**src/rtl/fifo_wr_arbiter.sv**
```systemverilog
// Purpose : round-robin share of one async-FIFO write port among NUM_REQ valid/ready requesters, bursts up to MAX_BURST beats.
// Latency : one wclk from first valid to grant; beats then flow one per cycle, re-grant on burst end has no bubble.
// Backpres: wfull drops every req_ready and winc while holding the grant; a requester dropping valid releases at the next non-full cycle.
//
// Ports:
//   wclk, wrst_n          write-domain clock, async active-low reset
//   req_valid/req_data    per-requester valid and packed data (requester i at [i*DATA_WIDTH +: DATA_WIDTH])
//   req_ready             per-requester beat-accepted strobe
//   wfull                 FIFO full flag from the write-side pointer logic
//   winc, wdata           FIFO write enable and data
//   grant                 registered one-hot grant, zero when idle
//   busy                  high while a grant is held
//   beat_cnt, stall_cnt   only with FIFO_WR_ARB_BEAT_CNT_EN defined: saturating winc and stall counters
module fifo_wr_arbiter #(
  parameter int NUM_REQ    = 4,
  parameter int DATA_WIDTH = 8,
  parameter int MAX_BURST  = 4
) (
  input  logic                          wclk,
  input  logic                          wrst_n,
  input  logic [NUM_REQ-1:0]            req_valid,
  input  logic [NUM_REQ*DATA_WIDTH-1:0] req_data,
  output logic [NUM_REQ-1:0]            req_ready,
  input  logic                          wfull,
  output logic                          winc,
  output logic [DATA_WIDTH-1:0]         wdata,
  output logic [NUM_REQ-1:0]            grant,
`ifdef FIFO_WR_ARB_BEAT_CNT_EN
  output logic [15:0]                   beat_cnt,
  output logic [15:0]                   stall_cnt,
`endif
  output logic                          busy
);

  localparam int IDX_W = (NUM_REQ > 1) ? $clog2(NUM_REQ) : 1;
  localparam int CNT_W = $clog2(MAX_BURST) + 1;
  localparam logic [CNT_W-1:0] LAST_BEAT = CNT_W'(MAX_BURST - 1);
  localparam logic [IDX_W-1:0] LAST_IDX  = IDX_W'(NUM_REQ - 1);

  typedef enum logic {IDLE, GRANT} state_t;

  state_t                  state, state_nxt;
  logic [NUM_REQ-1:0]      grant_nxt;
  logic [CNT_W-1:0]        burst_cnt, burst_cnt_nxt;
  logic [IDX_W-1:0]        rr_last, rr_last_nxt;

  logic [IDX_W-1:0]        g_idx;
  logic [DATA_WIDTH-1:0]   g_data;
  logic                    g_valid;
  logic                    accept;
  logic                    release_now;
  logic [IDX_W-1:0]        rr_base;
  logic [NUM_REQ-1:0]      rr_winner;

  // Round-robin pick: lowest valid index strictly above 'last', otherwise
  // wrap to the lowest valid index overall. Scanning downward lets the last
  // write in each class be the lowest index of that class.
  function automatic logic [NUM_REQ-1:0] rr_pick(input logic [NUM_REQ-1:0] v,
                                                 input logic [IDX_W-1:0]   last);
    logic [NUM_REQ-1:0] hi;
    logic [NUM_REQ-1:0] lo;
    hi = '0;
    lo = '0;
    for (int i = NUM_REQ - 1; i >= 0; i--) begin
      if (v[i]) begin
        lo    = '0;
        lo[i] = 1'b1;
        if (IDX_W'(i) > last) begin
          hi    = '0;
          hi[i] = 1'b1;
        end
      end
    end
    return (hi != '0) ? hi : lo;
  endfunction

  // Decode the one-hot grant into an index and the granted data slice.
  // With no grant both stay zero, which keeps wdata at zero when idle.
  always_comb begin
    g_idx  = '0;
    g_data = '0;
    for (int i = 0; i < NUM_REQ; i++) begin
      if (grant[i]) begin
        g_idx  = IDX_W'(i);
        g_data = req_data[i*DATA_WIDTH +: DATA_WIDTH];
      end
    end
  end

  assign g_valid = |(req_valid & grant);
  assign busy    = (state == GRANT);

  assign accept    = busy & g_valid & ~wfull;
  assign winc      = accept;
  assign wdata     = g_data;
  assign req_ready = (busy & ~wfull) ? grant : '0;

  // Full never ends a burst; only a completed burst or a dropped valid does,
  // and both are judged in non-full cycles only.
  assign release_now = busy & ~wfull &
                       (~g_valid | (accept & (burst_cnt == LAST_BEAT)));

  // On release the holder becomes lowest priority for the same-edge
  // re-arbitration, so search from the current holder instead of rr_last.
  assign rr_base   = busy ? g_idx : rr_last;
  assign rr_winner = rr_pick(req_valid, rr_base);

  always_ff @(posedge wclk or negedge wrst_n) begin
    if (!wrst_n) begin
      state     <= IDLE;
      grant     <= '0;
      burst_cnt <= '0;
      rr_last   <= LAST_IDX;
    end else begin
      state     <= state_nxt;
      grant     <= grant_nxt;
      burst_cnt <= burst_cnt_nxt;
      rr_last   <= rr_last_nxt;
    end
  end

  always_comb begin
    state_nxt     = state;
    grant_nxt     = grant;
    burst_cnt_nxt = burst_cnt;
    rr_last_nxt   = rr_last;
    case (state)
      IDLE: begin
        burst_cnt_nxt = '0;
        if (|req_valid) begin
          grant_nxt = rr_winner;
          state_nxt = GRANT;
        end
      end
      GRANT: begin
        if (release_now) begin
          rr_last_nxt   = g_idx;
          burst_cnt_nxt = '0;
          if (|req_valid) begin
            grant_nxt = rr_winner;
          end else begin
            grant_nxt = '0;
            state_nxt = IDLE;
          end
        end else if (accept) begin
          burst_cnt_nxt = burst_cnt + CNT_W'(1);
        end
      end
      default: begin
        state_nxt = IDLE;
        grant_nxt = '0;
      end
    endcase
  end

`ifdef FIFO_WR_ARB_BEAT_CNT_EN
  // Saturating observability counters: beats written and cycles where the
  // granted requester was ready to send but the FIFO was full.
  always_ff @(posedge wclk or negedge wrst_n) begin
    if (!wrst_n) begin
      beat_cnt  <= '0;
      stall_cnt <= '0;
    end else begin
      if (winc && (beat_cnt != 16'hFFFF)) begin
        beat_cnt <= beat_cnt + 16'd1;
      end
      if (busy && wfull && g_valid && (stall_cnt != 16'hFFFF)) begin
        stall_cnt <= stall_cnt + 16'd1;
      end
    end
  end
`endif

endmodule

```
**config.mk**
```make
export PLATFORM = sky130hd
export DESIGN_NAME = fifo_wr_arbiter
export DESIGN_NICKNAME = d
export VERILOG_FILES = /design/src/rtl/fifo_wr_arbiter.sv
export SDC_FILE = /design/constraint.sdc
export NUM_CORES = 1
export LEC_CHECK = 0
export BUFFER_PORTS_ARGS = -buffer_cell sky130_fd_sc_hd__buf_2
export CAP_MARGIN = 10
export CORE_MARGIN = 2
export CORE_UTILIZATION = 44
export CTS_CLUSTER_SIZE = 16
export DETAILED_ROUTE_END_ITERATION = 10
export GPL_ROUTABILITY_DRIVEN = 0
export GPL_TIMING_DRIVEN = 0
export PLACE_DENSITY = 0.92
export SETUP_SLACK_MARGIN = 0.05
export SYNTH_ARGS = -nofsm -noshare
export SYNTH_HDL_FRONTEND = slang
export SYNTH_SLANG_ARGS = --single-unit
```
**constraint.sdc**
```tcl
create_clock -name wclk -period 2.9 [get_ports wclk]
set_clock_uncertainty 0.15 [all_clocks]
set_input_delay 0.435 -clock wclk [delete_from_list [all_inputs] [get_ports wclk]]
set_output_delay 0.435 -clock wclk [all_outputs]
set_load 0.02 [all_outputs]
```
==> results.json <==
{
  "power_density_nw_per_um2": 871,
  "fillers": 156,
  "ios": 57,
  "gr-total-overflow": 0,
  "drc": 0,
  "drt_first_pass_iters": 4,
  "hold_viol_final": 0,
  "dp_worst_setup_slack_ns": 0.638,
  "cts-root-buf": "clkbuf_4",
  "crit_type": "reg -> out",
  "cts_max_level": 1,
  "antenna_found_initial": 0,
  "vias": 1101,
  "clock_sinks": 10,
  "worstMarginPinSlew_ns": 0.696,
  "p_sw_share_pct": 50.1,
  "core_um2": 1780,
  "ys_seq_area_share_pct": 29.5,
  "track_usage_pct": 23.9,
  "layout-drive-gt1-share_pct": 39.2,
  "grt_pass1_wl_mm": 3.94,
  "netlist_instances": 106,
  "dp_hpwl_mm": 2.27,
  "finalNetCount": 209,
  "min_path_type": "in -> reg",
  "critical_path.endpoint_type": "output pin",
  "die_area_um2": 2310,
  "holdPathStages": 3,
  "synth_area_um2": 856,
  "p_switching_uw": 523,
  "setup_violations": 0,
  "max-slew-margin-rel_pct": 53.4,
  "setup_ws_ns": 0.315,
  "hold_buffers": 1,
  "layout_common_cells": "buf_2 (57), a22oi_1 (17), nor2_1 (12)",
  "cpPeakStageDelay_ns": 0.38,
  "synth_warnings": 0,
  "power_frac_clock_pct": 8.9,
  "seqPwrFrac_pct": 23.3,
  "rr_endpoint": "grant[2]$_DFFE_PN0P_",
  "initial_core_util_pct": 48.0,
  "critPathLaunchType": "flop",
  "grt_max_degree": 11,
  "r2r-start": "grant[2]$_DFFE_PN0P_",
  "grt_pass1_vias": 975,
  "synth-main-ff-cell": "dfrtp_1",
  "die_w_um": 48.1,
  "crit_chain": "buf_6 > nor3_1 > and2_1 > clkbuf_1 > a22oi_1 > o21ai_0 > buf_2",
  "p_leak_nw": 0.585,
  "synthDistinctLibCells": 38,
  "holdWs_ns": 0.317,
  "row_count": 15,
  "postSynth.asyncResetShare_pct": 100,
  "clock_path_buffers": 2,
  "synth.net_count": 147,
  "final_common_cell": "buf_2",
  "rsz0062_at_grt": "no",
  "post_cts_resized": 0,
  "grt.met3_usage_pct": 1.85,
  "maxCapViolCount": 0,
  "area_growth_syn_to_layout_pct": 40.2,
  "ys_seq_elements": 10,
  "crit_fanout": 8,
  "fmax_mhz": 387,
  "clkTransAtPathRegs_ns": 0.07,
  "die_h_um": 48.1,
  "cts_buffers": 3,
  "reg2reg_depth": 6,
  "rrSetupSlack_ns": 1.00,
  "num_antenna_cells": 0,
  "p_int_uw": 521,
  "comb_power_share_pct": 67.9,
  "critPathRequiredTime_ns": 2.32,
  "busiest_layer": "met2",
  "cpLargestDelayFamily": "buffers and inverters",
  "worstHoldStart": "req_valid[1]",
  "status": "finished clean",
  "drt_iter0_markers": 25,
  "routed_wl_mm": 2.88,
  "holdPathEnd": "busy$_DFF_PN0_",
  "wire_per_inst_um": 15.1,
  "cts_tree": "yes",
  "met2_usage_pct": 41.9,
  "tns_ns": 0,
  "port_buffers": 56,
  "grt_use_met1_pct": 30.7,
  "fin_crit_ns": 2.59,
  "vdd_drop_max_mv": 0.418,
  "finalCritPeriodShare_pct": 89.1,
  "via_per_inst": 5.76,
  "crit_buf_inv": 3,
  "cp_slowest_cell": "dfrtp_1",
  "detail-route-antenna-nets": 0,
  "clk_latency_ns": 0.26,
  "post_cts_buffers": 0,
  "synth_edf_count": 0,
  "syn_avg_cell_area_um2": 8.07,
  "arrival_ns": 2.00,
  "finalMaxSlewViolations": 0
}
[sequential cells by signal, indices dropped and copies added (netlist names)]
signal	flops
grant	4
burst_cnt	3
rr_last	2
busy	1
[metrics by stage]
step	total power, mW	area, um^2	utilization [%]	instances
6_report	1.04	1200	67.3	191
5_1_grt	1.12	1200	67.3	191
4_1_cts	1.04	1200	67.3	191
3_5_place_dp	0.946	1170	65.5	187
3_3_place_gp	0.911	1170	65.5	187
2_1_floorplan	0.726	856	-	106
[cell families after synthesis]
logic type	share of synthesized area [%]
flops	29.5
fa+ha+maj	2.92
mux	2.49
buf+inv	8.48
compound gates	39.8
simple gates	16.8
[Yosys cell counts, types with 2 or more instances]
library cell,number,area (um^2)
o21ai_0,10,50.1
dfrtp_1,8,200
a22o_1,2,17.5
nor2_1,12,45.0
nand2b_1,2,12.5
nor3_1,2,10.0
nand2_1,5,18.8
buf_6,2,22.5
o31ai_1,2,15.0
nand3_1,2,10.0
o32ai_1,2,17.5
nand3b_1,2,15.0
a21boi_0,2,15.0
clkbuf_1,5,18.8
dfstp_2,2,52.6
inv_1,7,26.3
a22oi_1,17,128
ha_1,2,25.0
[worst max path at each step]
stage               end  depth (start not counted)                 start  slack (ns)
2_1_floorplan  wdata[0]                          4  grant[2]$_DFFE_PN0P_        0.78
3_3_place_gp   wdata[1]                          7  grant[2]$_DFFE_PN0P_        0.70
3_5_place_dp   wdata[7]                          7  grant[2]$_DFFE_PN0P_        0.64
4_1_cts        wdata[7]                          7  grant[2]$_DFFE_PN0P_        0.35
5_1_grt        wdata[7]                          7  grant[2]$_DFFE_PN0P_        0.25
6_report       wdata[7]                          7  grant[2]$_DFFE_PN0P_        0.31
[metal layers]
metal  vias to the layer above  share of wire (%)
met1                       536                 42
met3                         5                4.4
met4                         0                1.1
met5                         -                  0
met2                        37                 52
li1                        523                  -
[worst min-delay path, cell delays in order]
cell	delay [ns]
buf_2	0.10
nor4_1	0.07
nand2b_1	0.07
[power by group through the flow]
| stage | sequential, mW | combinational [mW] | clock, mW |
|---|---|---|---|
| 6_report | 0.243 | 0.709 | 0.0927 |
| 5_1_grt | 0.249 | 0.769 | 0.102 |
| 4_1_cts | 0.242 | 0.704 | 0.0943 |
| 3_5_place_dp | 0.244 | 0.701 | 0 |
| 3_3_place_gp | 0.237 | 0.674 | 0 |
| 2_1_floorplan | 0.260 | 0.466 | 0 |
[area by class of cell]
class / count / area, um^2 / area share, %
Tap cell: 25 / 31.3 / 2.61
Inverter: 7 / 26.3 / 2.19
Buffer: 8 / 46.3 / 3.86
Timing Repair Buffer: 57 / 290 / 24.2
Sequential cell: 10 / 253 / 21.1
Multi-Input combinational cell: 81 / 531 / 44.2
Clock buffer: 3 / 22.5 / 1.88
Note: power is estimated with default switching activity, not from simulation.
